### src/rtl/nv_fifo_pkg.sv
`default_nettype none
// ============================================================================
// Module   : nv_fifo_pkg
// Purpose  : Shared geometry and helpers for the 128x18 RAM FIFO controller.
//            This covers RAM depth, payload width, address width and the
//            occupancy-counter width (0..DEPTH inclusive).
// Revision : 1.0 - initial release
// ============================================================================
package nv_fifo_pkg;

  localparam int DEPTH = 128;
  localparam int WIDTH = 18;
  localparam int AW    = 7;
  // The occupancy counter has to represent DEPTH itself, so it needs one extra bit.
  localparam int CW    = AW + 1;

  typedef logic [WIDTH-1:0] payload_t;
  typedef logic [AW-1:0]    ptr_t;
  typedef logic [CW-1:0]    cnt_t;

  localparam cnt_t FULL_CNT = cnt_t'(DEPTH);

  // Pointer advance. DEPTH is a power of two, so natural overflow gives the wrap.
  function automatic ptr_t ptr_next(input ptr_t p, input logic adv);
    return adv ? p + ptr_t'(1) : p;
  endfunction

endpackage
`default_nettype wire

### src/rtl/nv_ram_fifo_ctrl_128x18_if.sv
`default_nettype none
// ============================================================================
// Module   : nv_ram_fifo_ctrl_128x18_if
// Purpose  : Producer/consumer valid-ready handshake bundle for the RAM FIFO.
//            The slave modport is the FIFO side. The master modport is the
//            side that owns the producer stream and the consumer ready.
// Revision : 1.0 - initial release
// ============================================================================
interface nv_ram_fifo_ctrl_128x18_if;
  import nv_fifo_pkg::*;

  logic     wr_pvld;
  logic     wr_prdy;
  payload_t wr_pd;
  logic     rd_pvld;
  logic     rd_prdy;
  payload_t rd_pd;

  modport master (
    output wr_pvld,
    output wr_pd,
    input  wr_prdy,
    input  rd_pvld,
    output rd_prdy,
    input  rd_pd
  );

  modport slave (
    input  wr_pvld,
    input  wr_pd,
    output wr_prdy,
    output rd_pvld,
    input  rd_prdy,
    output rd_pd
  );

endinterface
`default_nettype wire

### src/rtl/nv_fifo_skid2.sv
`default_nettype none
// ============================================================================
// Module   : nv_fifo_skid2
// Purpose  : Two-entry output skid buffer with bypass. RAM read data arrives
//            one cycle after issue. It goes straight to the consumer when the
//            skid is empty and the consumer takes it. Otherwise it is parked
//            behind any older entries.
// Revision : 1.0 - initial release
// ============================================================================
module nv_fifo_skid2
  import nv_fifo_pkg::*;
(
  input  logic     clk,
  input  logic     rst_n,
  input  logic     in_vld,
  input  payload_t in_pd,
  input  logic     rd_prdy,
  output logic     rd_pvld,
  output payload_t rd_pd,
  output logic [1:0] skid_occ
);

  logic [1:0] occ_q, occ_d;
  payload_t   ent0_q, ent0_d;
  payload_t   ent1_q, ent1_d;
  logic       pop;
  logic       take_head;
  logic       store;
  logic [1:0] occ_rem;

  // Consumer view: the oldest skid entry wins; otherwise bypass the arriving RAM word.
  always_comb begin
    rd_pvld = (occ_q != 2'd0) | in_vld;
    if (occ_q != 2'd0) begin
      rd_pd = ent0_q;
    end else if (in_vld) begin
      rd_pd = in_pd;
    end else begin
      // Payload reads as zero while nothing is valid.
      rd_pd = '0;
    end
    pop = rd_pvld & rd_prdy;
  end

  // Entry bookkeeping: retire the head on pop, then append the arriving word unless it was bypassed.
  always_comb begin
    take_head = pop & (occ_q != 2'd0);
    store     = in_vld & ~(pop & (occ_q == 2'd0));
    occ_rem   = occ_q - {1'b0, take_head};
    ent0_d    = take_head ? ent1_q : ent0_q;
    ent1_d    = ent1_q;
    if (store) begin
      if (occ_rem == 2'd0) begin
        ent0_d = in_pd;
      end else begin
        ent1_d = in_pd;
      end
    end
    occ_d = occ_rem + {1'b0, store};
  end

  // Skid state registers.
  always_ff @(posedge clk or negedge rst_n) begin
    if (!rst_n) begin
      occ_q  <= 2'd0;
      ent0_q <= '0;
      ent1_q <= '0;
    end else begin
      occ_q  <= occ_d;
      ent0_q <= ent0_d;
      ent1_q <= ent1_d;
    end
  end

  assign skid_occ = occ_q;

endmodule
`default_nettype wire

### src/rtl/nv_ram_fifo_ctrl_128x18.sv
`default_nettype none
// ============================================================================
// Module   : nv_ram_fifo_ctrl_128x18
// Purpose  : Valid/ready FIFO controller for a 128x18 two-port RAM with a
//            one-cycle registered read. It owns the RAM write/read pins and
//            prefetches into a 2-entry skid so that back-to-back streaming
//            runs without bubbles.
// Revision : 1.0 - initial release
// ============================================================================
module nv_ram_fifo_ctrl_128x18
  import nv_fifo_pkg::*;
(
  input  logic                      nvdla_core_clk,
  input  logic                      nvdla_core_rstn,
  nv_ram_fifo_ctrl_128x18_if.slave  bus,
  output logic [CW-1:0]             wr_count,
  output logic                      ram_we,
  output logic [AW-1:0]             ram_wa,
  output logic [WIDTH-1:0]          ram_di,
  output logic                      ram_re,
  output logic [AW-1:0]             ram_ra,
  input  logic [WIDTH-1:0]          ram_dout,
  input  logic [31:0]               pwrbus_ram_pd,
  output logic [31:0]               ram_pwrbus_ram_pd
);

  ptr_t       wr_ptr_q, wr_ptr_d;
  ptr_t       rd_ptr_q, rd_ptr_d;
  cnt_t       ram_cnt_q, ram_cnt_d;
  cnt_t       wr_count_q, wr_count_d;
  logic       inflight_q, inflight_d;

  logic       wr_prdy;
  logic       push;
  logic       pop;
  logic       issue;
  logic       rd_pvld;
  payload_t   rd_pd;
  logic [1:0] skid_occ;
  logic [2:0] pend;

  // Handshake decode and read-issue decision.
  always_comb begin
    // Ready depends only on the registered count, so there is no input-to-ready path.
    wr_prdy = (wr_count_q != FULL_CNT);
    push    = bus.wr_pvld & wr_prdy;
    pop     = rd_pvld & bus.rd_prdy;
    // Pop implies skid_occ + inflight >= 1, so this difference never underflows.
    pend    = 3'(skid_occ) + 3'(inflight_q) - 3'(pop);
    // The registered ram_cnt keeps a word written this cycle unissuable until the next one.
    issue   = (ram_cnt_q != '0) & (pend < 3'd2);
  end

  // Next-state for pointers, RAM occupancy, in-flight flag and total occupancy.
  always_comb begin
    wr_ptr_d   = ptr_next(wr_ptr_q, push);
    rd_ptr_d   = ptr_next(rd_ptr_q, issue);
    ram_cnt_d  = ram_cnt_q + cnt_t'(push) - cnt_t'(issue);
    wr_count_d = wr_count_q + cnt_t'(push) - cnt_t'(pop);
    inflight_d = issue;
  end

  // Control state registers; reset drops all stored contents immediately.
  always_ff @(posedge nvdla_core_clk or negedge nvdla_core_rstn) begin
    if (!nvdla_core_rstn) begin
      wr_ptr_q   <= '0;
      rd_ptr_q   <= '0;
      ram_cnt_q  <= '0;
      wr_count_q <= '0;
      inflight_q <= 1'b0;
    end else begin
      wr_ptr_q   <= wr_ptr_d;
      rd_ptr_q   <= rd_ptr_d;
      ram_cnt_q  <= ram_cnt_d;
      wr_count_q <= wr_count_d;
      inflight_q <= inflight_d;
    end
  end

  // The RAM word read last cycle feeds the skid, which also covers the bypass path.
  nv_fifo_skid2 u_skid (
    .clk      (nvdla_core_clk),
    .rst_n    (nvdla_core_rstn),
    .in_vld   (inflight_q),
    .in_pd    (ram_dout),
    .rd_prdy  (bus.rd_prdy),
    .rd_pvld  (rd_pvld),
    .rd_pd    (rd_pd),
    .skid_occ (skid_occ)
  );

  assign bus.wr_prdy = wr_prdy;
  assign bus.rd_pvld = rd_pvld;
  assign bus.rd_pd   = rd_pd;

  // Addresses always show the live pointers; the enables qualify them.
  assign ram_we            = push;
  assign ram_wa            = wr_ptr_q;
  assign ram_di            = bus.wr_pd;
  assign ram_re            = issue;
  assign ram_ra            = rd_ptr_q;
  assign wr_count          = wr_count_q;
  assign ram_pwrbus_ram_pd = pwrbus_ram_pd;

endmodule
`default_nettype wire

### src/flat_wrapper.sv
// flat-port wrapper written by rule: the top's interface ports become plain ports
module nv_ram_fifo_ctrl_128x18_flat import nv_fifo_pkg::*;
  (nvdla_core_clk, nvdla_core_rstn, wr_count, ram_we, ram_wa, ram_di, ram_re, ram_ra, ram_dout, pwrbus_ram_pd, ram_pwrbus_ram_pd, bus_wr_pvld, bus_wr_pd, bus_wr_prdy, bus_rd_pvld, bus_rd_prdy, bus_rd_pd);
  nv_ram_fifo_ctrl_128x18_if bus_i ();
  input  logic nvdla_core_clk;
  input  logic nvdla_core_rstn;
  output logic [CW-1:0] wr_count;
  output logic ram_we;
  output logic [AW-1:0] ram_wa;
  output logic [WIDTH-1:0] ram_di;
  output logic ram_re;
  output logic [AW-1:0] ram_ra;
  input  logic [WIDTH-1:0] ram_dout;
  input  logic [31:0] pwrbus_ram_pd;
  output logic [31:0] ram_pwrbus_ram_pd;
  input wire logic [$bits(bus_i.wr_pvld)-1:0] bus_wr_pvld;
  input wire logic [$bits(bus_i.wr_pd)-1:0] bus_wr_pd;
  output wire logic [$bits(bus_i.wr_prdy)-1:0] bus_wr_prdy;
  output wire logic [$bits(bus_i.rd_pvld)-1:0] bus_rd_pvld;
  input wire logic [$bits(bus_i.rd_prdy)-1:0] bus_rd_prdy;
  output wire logic [$bits(bus_i.rd_pd)-1:0] bus_rd_pd;
  assign bus_i.wr_pvld = bus_wr_pvld;
  assign bus_i.wr_pd = bus_wr_pd;
  assign bus_wr_prdy = bus_i.wr_prdy;
  assign bus_rd_pvld = bus_i.rd_pvld;
  assign bus_i.rd_prdy = bus_rd_prdy;
  assign bus_rd_pd = bus_i.rd_pd;
  nv_ram_fifo_ctrl_128x18 u_core (.nvdla_core_clk(nvdla_core_clk), .nvdla_core_rstn(nvdla_core_rstn), .bus(bus_i), .wr_count(wr_count), .ram_we(ram_we), .ram_wa(ram_wa), .ram_di(ram_di), .ram_re(ram_re), .ram_ra(ram_ra), .ram_dout(ram_dout), .pwrbus_ram_pd(pwrbus_ram_pd), .ram_pwrbus_ram_pd(ram_pwrbus_ram_pd));
endmodule
### config.mk
export PLATFORM = sky130hd
export DESIGN_NAME = nv_ram_fifo_ctrl_128x18_flat
export DESIGN_NICKNAME = d
export VERILOG_FILES = /design/src/rtl/nv_fifo_pkg.sv /design/src/rtl/nv_ram_fifo_ctrl_128x18_if.sv /design/src/rtl/nv_fifo_skid2.sv /design/src/rtl/nv_ram_fifo_ctrl_128x18.sv /design/src/flat_wrapper.sv
export SDC_FILE = /design/constraint.sdc
export NUM_CORES = 1
export LEC_CHECK = 0
export ABC_AREA = 1
export CAP_MARGIN = 20
export CORE_MARGIN = 2
export CORE_UTILIZATION = 29
export CTS_BUF_LIST = sky130_fd_sc_hd__clkbuf_8 sky130_fd_sc_hd__clkbuf_16
export DETAILED_ROUTE_END_ITERATION = 10
export PLACE_DENSITY_LB_ADDON = 0.08
export SYNTH_ARGS = -nofsm -noshare
export SYNTH_HDL_FRONTEND = slang
export SYNTH_HIERARCHICAL = 1
export SYNTH_SLANG_ARGS = --single-unit
### constraint.sdc
create_clock -name nvdla_core_clk -period 5.1 [get_ports nvdla_core_clk]
set_input_delay 1.02 -clock nvdla_core_clk [delete_from_list [all_inputs] [get_ports nvdla_core_clk]]
set_output_delay 1.02 -clock nvdla_core_clk [all_outputs]
set_load 0.02 [all_outputs]
# After elaboration in Yosys (flattened, before gate mapping)
# Cells that the tools add are included.
# classes
n_mux,5
reduce_logical,5
n_bitwise,9
magnitude_cmp,1
n_eq_ne,1
add_sub_neg,10
# op_table
operator,n
18-bit two-way mux,5
8-bit by 1-bit adder with 8-bit output,2
8-bit by 1-bit subtractor with 8-bit output,2
"7-bit by 1-bit adder with 7-bit output, second input constant",2
"8-bit inequality test, second input constant",1
8-bit nonzero test,1
1-bit AND,6
2-bit zero test,2
2-bit by 1-bit adder with 3-bit output,1
"3-bit by 2-bit < comparator with 1-bit output, second input constant",1
3-bit by 1-bit subtractor with 3-bit output,1
2-bit by 1-bit adder with 2-bit output,1
1-bit NOT,2
2-bit AND reduction,1
2-bit nonzero test,1
2-bit by 1-bit subtractor with 2-bit output,1
1-bit bitwise OR,1
# totals
reg_bits,69
inputBits,72
output_inout_bits,94
elab_cells,39

# Longest topological paths before layout
# Gate-level depths: netlist of the first run.
# depth
depth_word,8
mapped_depth,25
depth_no_buf,23

# Hierarchy
# Netlist of the first run, hierarchy kept.
# modules_own_cells
mod,area_per_inst_um2,seq_area_each_um2,n_inst,cells_each
nv_ram_fifo_ctrl_128x18,2481.1,775.7,1,326
nv_fifo_skid2,2119.5,950.9,1,271

# Worst setup path before layout of the first run
# OpenSTA, ideal clock, no wires.
# synth_path
kind,reg-to-reg
from,register u_core.inflight_q
to,register u_core.ram_cnt_q[6]
period_less_slack_ns,3.720
n_path_buf,2
setup_time_ns,0.116
stages_incl_launch_ff,23
required_ns,4.984
slack_ns,1.380
arrival_ns,3.603
cell_sequence,dfrtp_1 > inv_1 > buf_2 > buf_2 > nand2_1 > nand2_1 > inv_1 > nor2_1 > o21ai_0 > fa_1 > nand3_2 > a21oi_4 > ha_1 > inv_1 > ha_1 > inv_1 > fa_1 > inv_1 > nand2_1 > nand2_1 > nand3_1 > nand3_1 > nand2_1
# synth_between
elab_chain_cells,6
word_cells_on_any_way,7
classes_between,add/sub (3); order compare (1); bitwise (3)
# synth_lines
item,line_no,text
from (decl),nv_ram_fifo_ctrl_128x18.sv:31,"logic inflight_q, inflight_d;"
from (signal assigned),nv_ram_fifo_ctrl_128x18.sv:76,inflight_q <= inflight_d;
1-bit bitwise OR,nv_fifo_skid2.sv:33,rd_pvld = (occ_q != 2'd0) | in_vld;
via bus_rd_pvld,flat_wrapper.sv:19,output wire logic [$bits(bus_i.rd_pvld)-1:0] bus_rd_pvld;
1-bit AND,nv_ram_fifo_ctrl_128x18.sv:47,pop = rd_pvld & bus.rd_prdy;
3-bit by 1-bit subtractor with 3-bit output,nv_ram_fifo_ctrl_128x18.sv:49,pend = 3'(skid_occ) + 3'(inflight_q) - 3'(pop);
3-bit by 2-bit < comparator with 1-bit output,nv_ram_fifo_ctrl_128x18.sv:51,issue = (ram_cnt_q != '0) & (pend < 3'd2);
1-bit AND,nv_ram_fifo_ctrl_128x18.sv:51,
via ram_re,flat_wrapper.sv:11,output logic ram_re;
8-bit by 1-bit subtractor with 8-bit output,nv_ram_fifo_ctrl_128x18.sv:58,ram_cnt_d = ram_cnt_q + cnt_t'(push) - cnt_t'(issue);
via u_core.ram_cnt_d[6],nv_ram_fifo_ctrl_128x18.sv:29,"cnt_t ram_cnt_q, ram_cnt_d;"
to (signal assigned),nv_ram_fifo_ctrl_128x18.sv:74,ram_cnt_q <= ram_cnt_d;
to (decl),nv_ram_fifo_ctrl_128x18.sv:29,
# The timed path passes the listed nets, and every way through them passes these cells.
# A chain may end at the register's enable or synchronous reset.

# Worst setup path after layout of the first run
# layout_path
from,input port bus_rd_prdy
to,output port ram_re
# layout_between
elab_chain_cells,4
# layout_lines
item,line_no,text
from (decl),flat_wrapper.sv:20,input wire logic [$bits(bus_i.rd_prdy)-1:0] bus_rd_prdy;
1-bit AND,nv_ram_fifo_ctrl_128x18.sv:47,
3-bit by 1-bit subtractor with 3-bit output,nv_ram_fifo_ctrl_128x18.sv:49,
3-bit by 2-bit < comparator with 1-bit output,nv_ram_fifo_ctrl_128x18.sv:51,
1-bit AND,nv_ram_fifo_ctrl_128x18.sv:51,
to (decl),flat_wrapper.sv:11,
# Every way passes these cells.

==> results of run 1 <==
[cells by family after synthesis]
group | count (synthesis) | share of synthesized area
xor gates and xnor gates | 15 | 0.02855
AOI/OAI and AO/OA | 55 | 0.08648
buffers and inverters | 145 | 0.1705
and+or+nand+nor | 286 | 0.2608
DFF | 69 | 0.3753
adders and majority gates | 27 | 0.07833
[cells in the mapped netlist, types with 4 or more instances]
master	count
ha_1	24
o21ai_2	11
xnor2_1	4
nand3_1	51
buf_4	55
inv_1	75
buf_2	9
a21oi_1	7
dfrtp_1	69
nand2_1	207
o31ai_1	18
nor2_1	16
xor2_1	11
o21ai_1	10
o21ai_0	5
[registers in the layout, indices dropped and copies added, names as in the netlist]
| name | count |
|---|---|
| u_core/ram_ra | 7 |
| u_core/inflight_q | 1 |
| u_core/wr_count | 8 |
| u_core/ram_wa | 7 |
| u_core/ram_cnt_q | 8 |
| u_core/u_skid/ent1_q | 18 |
| u_core/u_skid/skid_occ | 2 |
| u_core/u_skid/ent0_q | 18 |
[where the power goes]
part	internal, mW	switching, mW
combinational	0.903	1.39
sequential	0.816	0.194
clock	0.362	0.232
total	2.08	1.81
[final cells by class]
class	count	area [um^2]
multi-input combinational	383	2090
fill	1670	10390
sequential	69	1727
clock inverter	3	12.51
inverter	78	292.8
timing repair buffer	67	663.1
tap	216	270.3
clock buffer	12	266.5
[path summary, 6_finish.rpt]
| kind | from | slack [ns] | end | depth (start not counted) |
|---|---|---|---|---|
| hold / removal | u_core/u_skid/ent1_q[7] | 0.48 | u_core/u_skid/ent1_q[7] | 2 |
| max in group asynchronous | nvdla_core_rstn | 3.65 | u_core/ram_ra[6] | 1 |
| setup / recovery | bus_rd_prdy | 0.57 | ram_re | 8 |
| hold reg to reg | u_core/u_skid/ent1_q[7] | 0.48 | u_core/u_skid/ent1_q[7] | 2 |
| min in group asynchronous | nvdla_core_rstn | 0.83 | u_core/u_skid/ent0_q[3] | 1 |
| setup reg to reg | u_core/u_skid/skid_occ[1] | 1.53 | u_core/ram_cnt_q[6] | 20 |
[metal layers]
layer / track usage / vias up / share of wire
li1: - / 1837 / -
met1: 0.1781 / 1683 / 0.47
met2: 0.2298 / 85 / 0.47
met3: 0.03895 / 14 / 0.054
met4: 0.04428 / 0 / 0.013
met5: 0 / - / 0
[stage by stage]
step	setup slack [ns]	cells
after floorplan	1.380	597
after global placement	0.5113	813
after detailed placement	0.5183	813
after CTS	0.5011	828
after global routing	0.3898	828
final	0.5669	828
[critical path: stages]
cell	delay (ns)
clkdlybuf4s50_1	0.51
nand2_1	0.10
nor2_1	0.17
o21ai_0	0.13
fa_1	0.53
nand3_2	0.10
a21oi_4	0.28
clkdlybuf4s50_1	0.67
==> results.cfg, run 1 <==
[routing]
detail_route.iter0.violations = 195
vias = 3619
routed_via_density = 4.371
totalWireLength_mm = 11.08
route.detailed.wl_per_inst_um = 13.38
pre_repair_dr_iteration_count = 4
drc = 0
drt.antenna.violating_nets = 0

[run]
drv_cap = 0

[synthesis]
synth_seq_cells = 69
netlist_instances = 597
yosysWarningCount = 6
synth_top_cell_by_area = dfrtp_1
post_synth_instance_area_mm2 = 0.004601
synth_top_cells_by_area = dfrtp_1 (38%), nand2_1 (17%), buf_4 (9.0%)
edff_count_synth = 0
yosysUniqueCellTypes = 27
synth_top_area_share = 0.3753
async_set_or_reset_flop_fraction_in_the_synthesized_netlist = 1.000
synth_ff_type = dfrtp_1
ys_seq_area_frac = 0.3753
postSynthAreaPerCell_um2 = 7.706
syn_nets = 696

[grt]
grt_first_pass_wirelength_mm = 18.17
initial_antenna_violation_count = 0
grt_max_degree = 70
first_global_vias = 3581
track_usage = 0.1396
grt_overflow_total = 0

[timing]
timing.final.hold_violations = 0
finalWorstPathRequiredPeriod_ns = 4.533
whs_ns = 0.4795
worst_case_clock_skew_ns = 0.002715
setup-tns-final_ns = 0
unrepaired_setup_endpoints_after_global_routing = no
fmax_ghz = 0.2206
post-route-period-util = 0.8888
final-max-slew-violation-count = 0
report.final.setup_viol = 0
worstMarginPinSlew_ns = 1.077
slew_headroom = 0.2821

[worst_setup_path]
worst_ep_required_time_ns = 4.08
critPathKind = input port to output port
startpoint_type = input port
critical_path_arrival_ns = 3.51
worst_setup_path_end_kind = output port
timing.critical_path.fanout_max = 10

[floorplanning]
initial_core_util = 0.2928
die_w_um = 130.0
core_outline_area_mm2 = 0.01571
die_area_mm2 = 0.01689
design.portCount = 166
die_height_um = 130.0
row_count = 46

[final_layout]
most-common-layout-cells = nand2_1 (207), inv_1 (77), dfrtp_1 (69), clkdlybuf4s50_1 (64), nand3_1 (51)
mostFrequentLayoutCell = nand2_1
syn2layout_area_growth_pct = 15.66
finalCoreUtilization = 0.3387
layout_cell_share_with_drive_strength_beyond_1 = 0.07190
insertedDiodeCount = 0
num-nets-final = 707
design_area_mm2 = 0.005321

[pwr]
power_density_mw_per_mm2 = 731.8
power.leakage_nw = 2.725
worst_ir_drop_vdd_mv = 0.2507
totalPowerFinal_mw = 3.894

[clocking]
clock-root-buffer = clkbuf_16
post_cts_hold_buffer_count = 0
htree_num_levels = 3
clk_transition_reported_paths_ns = 0.05
cts_resized = 0
clk_latency_ns = 0.33
cts.sink_count = 69
cts_tree = done
number_of_buffers_on_the_longest_clock_path = 2
cts_post_setup_buffers_inserted = 0
numCtsBuffers = 9

[min_path]
min_path_type = register to register

[placed_design]
port_buffers = 65
gpl.final_weighted_congestion = 0.7514
placed_area_mm2 = 0.005042
detailedPlacementHpwl_mm = 7.050

[status]
status = finished clean
No activity file was read; power rests on OpenSTA's default activity.
==> inputs of run 2 (changes only) <==
--- a/config.mk
+++ b/config.mk
@@ -11,6 +11,7 @@
 export CORE_UTILIZATION = 29
 export CTS_BUF_LIST = sky130_fd_sc_hd__clkbuf_8 sky130_fd_sc_hd__clkbuf_16
 export DETAILED_ROUTE_END_ITERATION = 10
+export HOLD_SLACK_MARGIN = 0.06
 export PLACE_DENSITY_LB_ADDON = 0.08
 export SYNTH_ARGS = -nofsm -noshare
 export SYNTH_HDL_FRONTEND = slang
==> results of run 2 <==
Final layout, timing and power as in run 1 (identical DEF).
==> inputs of run 3 (changes only) <==
--- a/config.mk
+++ b/config.mk
@@ -10,6 +10,7 @@
 export CORE_MARGIN = 2
 export CORE_UTILIZATION = 29
 export CTS_BUF_LIST = sky130_fd_sc_hd__clkbuf_8 sky130_fd_sc_hd__clkbuf_16
+export CTS_CLUSTER_DIAMETER = 200
 export DETAILED_ROUTE_END_ITERATION = 10
 export HOLD_SLACK_MARGIN = 0.06
 export PLACE_DENSITY_LB_ADDON = 0.08
==> constraint.sdc (replaced) <==
create_clock -name nvdla_core_clk -period 5.1 [get_ports nvdla_core_clk]
set_input_delay 0.51 -clock nvdla_core_clk [delete_from_list [all_inputs] [get_ports nvdla_core_clk]]
set_output_delay 0.51 -clock nvdla_core_clk [all_outputs]
set_load 0.02 [all_outputs]
==> run 3 against run 2 <==
  * Routed wire length increased by 0.43%
  * Power increased by 0.65%
  * Sequential cell count unchanged
  * Clock skew increased by 0.0030 ns
  * Global-route usage about the same
  * Sequential share of layout area about the same
  * Largest cell class unchanged
  * Via count increased by 1.6%
  * Sequential power about the same
==> results.cfg, run 3 (synthesis results as in run 1) <==
[status]
status = finished clean

[routing]
drc = 0
drt.antenna.violating_nets = 0
totalWireLength_mm = 11.13
vias = 3677
detail_route.iter0.violations = 205
routed_via_density = 4.441
route.detailed.wl_per_inst_um = 13.44
pre_repair_dr_iteration_count = 4

[worst_setup_path]
worstReg2RegEnd = u_core/ram_cnt_q[6]
critPathKind = register to output port
crit_slowest_cell = clkdlybuf4s50_1
critical_path.max_stage_delay_ns = 0.68
startpoint_type = register
worstRegToRegCells = 20
worst_setup_path_end_kind = output port
stages_on_the_worst_setup_path = 10
worst_ep_required_time_ns = 4.59
critical_path_arrival_ns = 3.60
timing.critical_path.fanout_max = 20
origin_of_the_critical_flop_to_flop_path = u_core/inflight_q
critical-path-top-delay-family = buffers and inverters
worstPathBufferInverterCount = 3
worst-r2r-setup-slack_ns = 1.04
worst_setup_path_endpoint = ram_re
path_cells = inv_1 -> nand2_1 -> nand2_1 -> inv_1 -> nor2_1 -> o21ai_0 -> fa_1 -> nand3_2 -> a21oi_4 -> clkdlybuf4s50_1
worstSetupStartpoint = u_core/inflight_q

[pwr]
worst_ir_drop_vdd_mv = 0.2965
power_density_mw_per_mm2 = 735.5
power.leakage_nw = 2.725

[clocking]
cts_resized = 0
clk_latency_ns = 0.34
cts_post_setup_buffers_inserted = 0
htree_num_levels = 3
numCtsBuffers = 9
clk_transition_reported_paths_ns = 0.06
cts.sink_count = 69
post_cts_hold_buffer_count = 0
number_of_buffers_on_the_longest_clock_path = 2
cts_tree = done
clock-root-buffer = clkbuf_16

[final_layout]
layout_cell_share_with_drive_strength_beyond_1 = 0.07190
final.fill_count = 1634
syn2layout_area_growth_pct = 15.83
most-common-layout-cells = nand2_1 (207), inv_1 (77), dfrtp_1 (69), clkdlybuf4s50_1 (64), nand3_1 (51)
mostFrequentLayoutCell = nand2_1
num-nets-final = 706
finalCoreUtilization = 0.3391
top_regs = u_core/u_skid/ent0_q x18, u_core/u_skid/ent1_q x18
insertedDiodeCount = 0

[floorplanning]
core_outline_area_mm2 = 0.01571
initial_core_util = 0.2928
row_count = 46
die_w_um = 130.0
die_height_um = 130.0
design.portCount = 166
die_area_mm2 = 0.01689

[placed_design]
detailedPlacementHpwl_mm = 7.146
port_buffers = 65
gpl.final_weighted_congestion = 0.7538

[grt]
track_usage = 0.1395
grt_overflow_total = 0
grt_max_degree = 70
initial_antenna_violation_count = 0
first_global_vias = 3622
grt_first_pass_wirelength_mm = 18.19

[timing]
final-max-slew-violation-count = 0
timing.final.hold_violations = 0
setup-tns-final_ns = 0
report.final.setup_viol = 0
slew_headroom = 0.3125
worst_case_clock_skew_ns = 0.005694
fmax_ghz = 0.2433
worstMarginPinSlew_ns = 1.031
unrepaired_setup_endpoints_after_global_routing = no
post-route-period-util = 0.8060
finalWorstPathRequiredPeriod_ns = 4.111

[run]
drv_cap = 0

[min_path]
min_path_type = input port to asynchronous set/reset pin
==> run 3: changes by cell type in the layout (fill, tap and decap cells not counted) <==
cell        before  now
clkbuf_8         3    1
clkinvlp_4       0    1
buf_4            3    2
bufinv_16        0    1
clkinv_2         1    2
==> run 3: cell type report <==
cell class	instances	area (um^2)	area share
multi-input combinational	383	2090	0.3921
sequential	69	1727	0.3240
timing repair buffer	66	655.6	0.1230
inverter	78	292.8	0.05494
tap	216	270.3	0.05072
clock buffer	10	239.0	0.04485
clock inverter	6	55.05	0.01033
==> run 3: how the worst min path moves through the flow <==
stage,to,from,cells past startpoint
finish,u_core/u_skid/ent0_q[3],nvdla_core_rstn,1
global placement,u_core/u_skid/ent1_q[17],u_core/u_skid/ent1_q[17],2
floorplan,u_core/inflight_q,nvdla_core_rstn,0
CTS,u_core/u_skid/ent1_q[3],nvdla_core_rstn,1
detailed placement,u_core/u_skid/ent1_q[5],u_core/u_skid/ent1_q[5],2
global route,u_core/u_skid/ent0_q[3],nvdla_core_rstn,1
==> run 3: stage by stage <==
stage	instances	setup WS [ns]	hold WS, ns	instance area [um^2]	power (mW)
detailed placement	812	0.9828	0.4677	5035	3.337
CTS	828	0.9141	0.3734	5329	3.999
floorplan	597	1.380	0.2144	4601	2.681
finish	828	0.9894	0.3017	5329	3.920
global route	828	0.6758	0.3832	5329	4.328
global placement	812	1.108	0.4657	5035	3.300
==> run 3: power by group <==
group	total [mW]	switching, mW	leakage [nW]	internal (mW)
Sequential	1.01	0.194	0.862	0.816
Combinational	2.28	1.38	1.71	0.901
Clock	0.626	0.239	0.151	0.386
Total	3.92	1.82	2.72	2.10
==> run 3: metal layers <==
layer  up-vias  part of all wire  global-route usage
met2        99              0.47              0.2331
met1      1730              0.45              0.1729
met3        13             0.066             0.04633
li1       1835                 -                   -
met5         -                 0                   0
met4         0            0.0078             0.03795
==> edit 1: new RTL, config.mk and constraints of run 1 <==
Change the package constant `WIDTH` from 18 to 16.
--- a/src/rtl/nv_fifo_pkg.sv
+++ b/src/rtl/nv_fifo_pkg.sv
@@ -9,7 +9,7 @@
 package nv_fifo_pkg;
 
   localparam int DEPTH = 128;
-  localparam int WIDTH = 18;
+  localparam int WIDTH = 16;
   localparam int AW    = 7;
   // The occupancy counter has to represent DEPTH itself, so it needs one extra bit.
   localparam int CW    = AW + 1;
Ports: changed (resized bus_rd_pd, bus_wr_pd, ram_di and ram_dout); port bits go from 166 to 158. No check against the original RTL was run, so the function may have changed too.
==> edit 1 against run 1 <==
Setup slack better by 0.010 ns. Global-route usage is 0.52 points lower. Critical endpoint unchanged. Synthesized area shrank 5.5%. Non-clock buffer count is 2 lower. Wire length down 5.9%. Design area decreased by 4.9%. Hold slack improved by 0.0044 ns. Sequential cell count is 4 lower. Total power is 3.2% lower. Synthesized cell count fell by 5.0%. First-iteration DRC count shrank 5.6%. Register-to-register slack got worse by 0.11 ns. Clock skew is 0.0036 ns higher. Largest power group unchanged.
==> edit 1: results (changes against run 1) <==
Synthesis
  – YS warnings: 6 (unchanged)
  – Post-synth ARST share: 100% (unchanged)
  – Top cells by area, synth: dfrtp_1, nand2_1, buf_4
  – Syn avg cell area: 7.67 µm² (-0.49%)
  – Seq/Total Area, Yosys: 37.4% (-0.12 points)
  – Top cells by count, synth: nand2_1, inv_1, dfrtp_1
  – EDFF count, synth: 0 (unchanged)
  – Distinct cells, synth: 27 (unchanged)
  – Post-synth net total: 662 (-4.9%)

Placed design
  – Dpl ws: 0.540 ns (+0.0214 ns)
  – IO Port Bufs: 61 (-6.2%)
  – GP Congestion: 0.759 (+1.0%)
  – Placed cells: 753 (-7.4%)
  – DPL Wire Length: 6900 µm (-2.1%)
  – Post-DP Area: 4750 µm² (-5.8%)

Global route
  – First-pass GRT wire length: 17100 µm (-5.8%)
  – Initial antenna violation count: 0 (unchanged)
  – Met2 Track Usage GR: 20.8% (-2.2 points)
  – Met1 Use GR: 18.1% (+0.25 points)
  – GRT Overall Usage: 13.4% (-0.52 points)
  – Met3 usage: 3.12% (-0.77 points)
  – Largest net degree at the start of global routing: 43 (-39%)

Power
  – Maximum vdd ir drop: 204 µV (-19%)
  – P_leak: 2.62 nW (-4.0%)

Worst hold path
  – Worst hold path class: reg -> reg
  – WHS Path Cells: 2 (unchanged)
  – Hold path startpoint: u_core/u_skid/ent1_q[5]
  – Hold Path End: u_core/u_skid/ent1_q[5]

STA
  – Clock skew: 0.00635 ns (+0.00364 ns)
  – Slew @ Worst Pin: 0.948 ns (-0.128 ns)
  – Hold WS: 0.484 ns (+0.00444 ns)
  – Tmin final: 4.52 ns (-0.0101 ns)

Route
  – Met1 Wirelength: 5090 µm (-1.7%)
  – WL/cell: 13.6 µm (+1.4%)
  – Met2 wire len: 4680 µm (-9.3%)
  – Vias per cell: 4.47 (+2.2%)
  – Vias: 3434 (-5.1%)
  – Top Layer Used: met4
  – Met3 Wirelength: 458 µm (-24%)
  – 1st-iter DRT viols: 184 (-5.6%)
  – DRT Pass-1 Iters: 4 (unchanged)

Clock network
  – Clock latency on the worst-skew pair: 0.33 ns (about the same)
  – Inserted Clock Buffers: 9 (unchanged)
  – Buffer count from post-CTS setup fixing: 0 (unchanged)
  – CTS resizes: 0 (unchanged)
  – CTS clock-pin slew for the worst setup and hold paths: 0.05 ns (about the same)
  – Root Buffer: clkbuf_16

Final layout
  – Nets@finish: 675 (-4.5%)
  – Largest regs: u_core/u_skid/ent0_q x16, u_core/u_skid/ent1_q x16
  – Share of layout cells above drive strength 1: 7.18% (-0.010 points)

Critical path
  – Worst r2r src: u_core/u_skid/skid_occ[1]
  – Cells on worst reg2reg path: 20 (unchanged)
  – Reg2reg end: u_core/ram_cnt_q[6]
  – CP endpoint: ram_re
  – Reg2Reg Setup Slack: 1.42 ns (-0.11 ns)
  – Data arrival time of the worst path: 3.50 ns (about the same)

Outcome
  – Outcome: finished clean
edit 1: cell families after synthesis:
logic type	after synthesis	share of synthesized area [%]
buffers and inverters	139	17.2
flip-flops	65	37.4
AO/OA/AOI/OAI	51	8.32
XOR/XNOR	15	3.02
AND/OR/NAND/NOR	270	25.8
adder cells (fa/ha/maj)	27	8.29
edit 1: layout make-up:
class                   instances  area (µm²)
repair buffers                 65         636
multi-input cells             363        1970
inverters                      76         285
fillers                      1532        9530
clock buffers                  12         267
flip-flops and latches         65        1630
well taps                     184         230
clock inverters                 4        42.5
edit 1: worst max-delay path: stages:
cell and delay, ns:
clkdlybuf4s50_1 0.49, nand2_1 0.10, nor2_1 0.17, o21ai_0 0.14, fa_1 0.55, nand3_2 0.11
a21oi_4 0.26, clkdlybuf4s50_1 0.67
edit 1: where the power goes:
group          total (mW)  switching (mW)  leakage (nW)  internal, mW
clock network       0.644           0.230         0.161         0.414
registers           0.953           0.184         0.811         0.770
logic                2.17            1.31          1.64         0.866
total                3.77            1.72          2.62          2.05
==> edit 2: new RTL, flow settings as in run 1 <==
Without the edit above. Reset style: synchronous (`nvdla_core_rstn` and `rst_n`), changed in 2 clocked blocks.
--- a/src/rtl/nv_fifo_skid2.sv
+++ b/src/rtl/nv_fifo_skid2.sv
@@ -60,7 +60,7 @@
   end
 
   // Skid state registers.
-  always_ff @(posedge clk or negedge rst_n) begin
+  always_ff @(posedge clk) begin
     if (!rst_n) begin
       occ_q  <= 2'd0;
       ent0_q <= '0;
--- a/src/rtl/nv_ram_fifo_ctrl_128x18.sv
+++ b/src/rtl/nv_ram_fifo_ctrl_128x18.sv
@@ -61,7 +61,7 @@
   end
 
   // Control state registers; reset drops all stored contents immediately.
-  always_ff @(posedge nvdla_core_clk or negedge nvdla_core_rstn) begin
+  always_ff @(posedge nvdla_core_clk) begin
     if (!nvdla_core_rstn) begin
       wr_ptr_q   <= '0;
       rd_ptr_q   <= '0;
Formal check against the unedited RTL: differs if nvdla_core_rstn is asserted again (counterexample within 4 cycles, from zero or initial values and one cycle with nvdla_core_rstn low); with nvdla_core_rstn held inactive, the same outputs for 4 cycles.
==> edit 2 against run 1 <==
Sequential cell count unchanged. Hold slack better by 0.0027 ns. Register-to-register slack worse by 0.17 ns. Synthesized area down 3.5%. Clock skew about the same. Die area down 3.4%. Global-route usage up 0.13 points. Setup slack better by 0.014 ns. Combinational power down 29%. Design area down 3.0%. Final cell count up 7.5%. Sequential power down 23%. Total power down 23%. Wire length about the same. Highest routed layer unchanged.
==> edit 2: results (changes against run 1) <==
Synthesis
  – Seq/Total Area, Yosys: 31.1% (-6.4 points)
  – Distinct cells, synth: 27 (unchanged)
  – YS warnings: 6 (unchanged)
  – Top cells by count, synth: nand2_1, nor2_1, inv_1
  – Synthesized-area fraction occupied by adder cells: 8.12% (+0.29 points)
  – XOR/XNOR share of the synthesized area: 0.395% (-2.5 points)
  – Top cells by area, synth: dfxtp_1, nand2_1, nor2_1
  – Post-synthesis compound-gate area fraction: 6.65% (-2.0 points)
  – Post-synth ARST share: 0% (-100 points)
  – Post-synth net total: 788 (+13%)
  – Top FF cell, synth: dfxtp_1
  – Post-synthesis mux area share: 0% (unchanged)
  – Syn avg cell area: 6.44 µm² (-16%)

Placed design
  – Placed cells: 874 (+7.5%)
  – DPL Wire Length: 7620 µm (+8.1%)
  – IO Port Bufs: 65 (unchanged)
  – Post-DP Area: 4870 µm² (-3.4%)
  – Dpl ws: 0.538 ns (+0.0198 ns)
  – GP Congestion: 0.791 (+5.3%)

Route
  – WL final: 11100 µm (about the same)
  – Vias: 4005 (+11%)
  – WL/cell: 12.4 µm (-7.0%)
  – 1st-iter DRT viols: 238 (+22%)

Clock network
  – Root Buffer: clkbuf_16
  – CTS max path bufs: 2 (unchanged)
  – Buffer count from post-CTS setup fixing: 0 (unchanged)
  – CTS clock-pin slew for the worst setup and hold paths: roughly 0.06 ns

STA
  – Relative slew margins: 39.5% (+11 points)
  – Clock skew: 0.00231 ns (-0.000403 ns)
  – Hold WS: 0.482 ns (+0.00269 ns)

Critical path
  – Slowest cell delay on critical path: 0.60 ns (-0.07 ns)
  – Worst r2r src: u_core/u_skid/skid_occ[1]
  – Reg2Reg Setup Slack: 1.36 ns (-0.17 ns)
  – Delay-heaviest family, CP: buffers and inverters
  – Reg2reg end: u_core/ram_cnt_q[4]
  – Crit Path Max Fanout: 8 (-2)
  – Data arrival time of the worst path: 3.50 ns (about the same)
  – Cells on worst reg2reg path: 23 (+15%)
  – Crit path max-delay cell type: clkdlybuf4s50_1

Power
  – Switching Power: 1.33 mW (-27%)
  – P_leak: 2.47 nW (-9.4%)
  – Maximum vdd ir drop: 236 µV (-5.8%)

Outcome
  – Outcome: finished clean

Worst hold path
  – Worst hold path class: reg -> reg
  – Hold path startpoint: u_core/u_skid/ent1_q[3]
  – Hold Path End: u_core/u_skid/ent1_q[3]
  – WHS Path Cells: 2 (unchanged)

Global route
  – GRT Overall Usage: 14.1% (+0.13 points)
  – First-pass GRT wire length: 18300 µm (+0.64%)
  – Vias in the first global route: 3731 (+4.2%)
  – Largest net degree at the start of global routing: 43 (-39%)

Final layout
  – Largest regs: u_core/u_skid/ent0_q x18, u_core/u_skid/ent1_q x18
  – Nets@finish: 796 (+13%)
  – Share of layout cells above drive strength 1: 4.99% (-2.2 points)
  – # diodes: 0 (unchanged)
==> edit 2: layer usage <==
layer | part of all wire, % | vias up | GRT usage (%)
met5 | 0 | - | 0
met4 | 3.0 | 0 | 8.27
li1 | - | 2086 | -
met1 | 47 | 1799 | 17.8
met2 | 45 | 91 | 22.1
met3 | 5.7 | 29 | 2.96
==> edit 2: cell type report <==
type | count | area (µm²)
Inverter | 92 | 348
Sequential cell | 69 | 1380
Fill cell | 1632 | 9930
Clock inverter | 3 | 11.3
Clock buffer | 13 | 280
Tap cell | 188 | 235
Timing Repair Buffer | 70 | 683
Multi-Input combinational cell | 455 | 2220
==> edit 2: worst max path at each step <==
| stage | from | to | slack [ns] | depth (start not counted) |
|---|---|---|---|---|
| floorplan | u_core/u_skid/skid_occ[1] | u_core/ram_cnt_q[4] | 1.35 | 24 |
| global placement | bus_rd_prdy | ram_re | 0.57 | 10 |
| detailed placement | bus_rd_prdy | ram_re | 0.54 | 10 |
| CTS | bus_rd_prdy | ram_re | 0.53 | 10 |
| global route | bus_rd_prdy | ram_re | 0.36 | 10 |
| finish | bus_rd_prdy | ram_re | 0.58 | 10 |
==> edit 2: power groups by stage <==
| stage | clock, mW | combinational (mW) | sequential [mW] |
|---|---|---|---|
| global route | 0.654 | 1.88 | 0.795 |
| floorplan | 0 | 1.19 | 0.810 |
| detailed placement | 0 | 1.64 | 0.786 |
| CTS | 0.635 | 1.65 | 0.776 |
| finish | 0.609 | 1.63 | 0.773 |
| global placement | 0 | 1.63 | 0.783 |
==> edit 2: kinds of logic after synthesis <==
kind of cell	after synthesis
compound gates	56
buf+inv	165
flops	69
fa+ha+maj	27
xor+xnor	2
simple gates	370
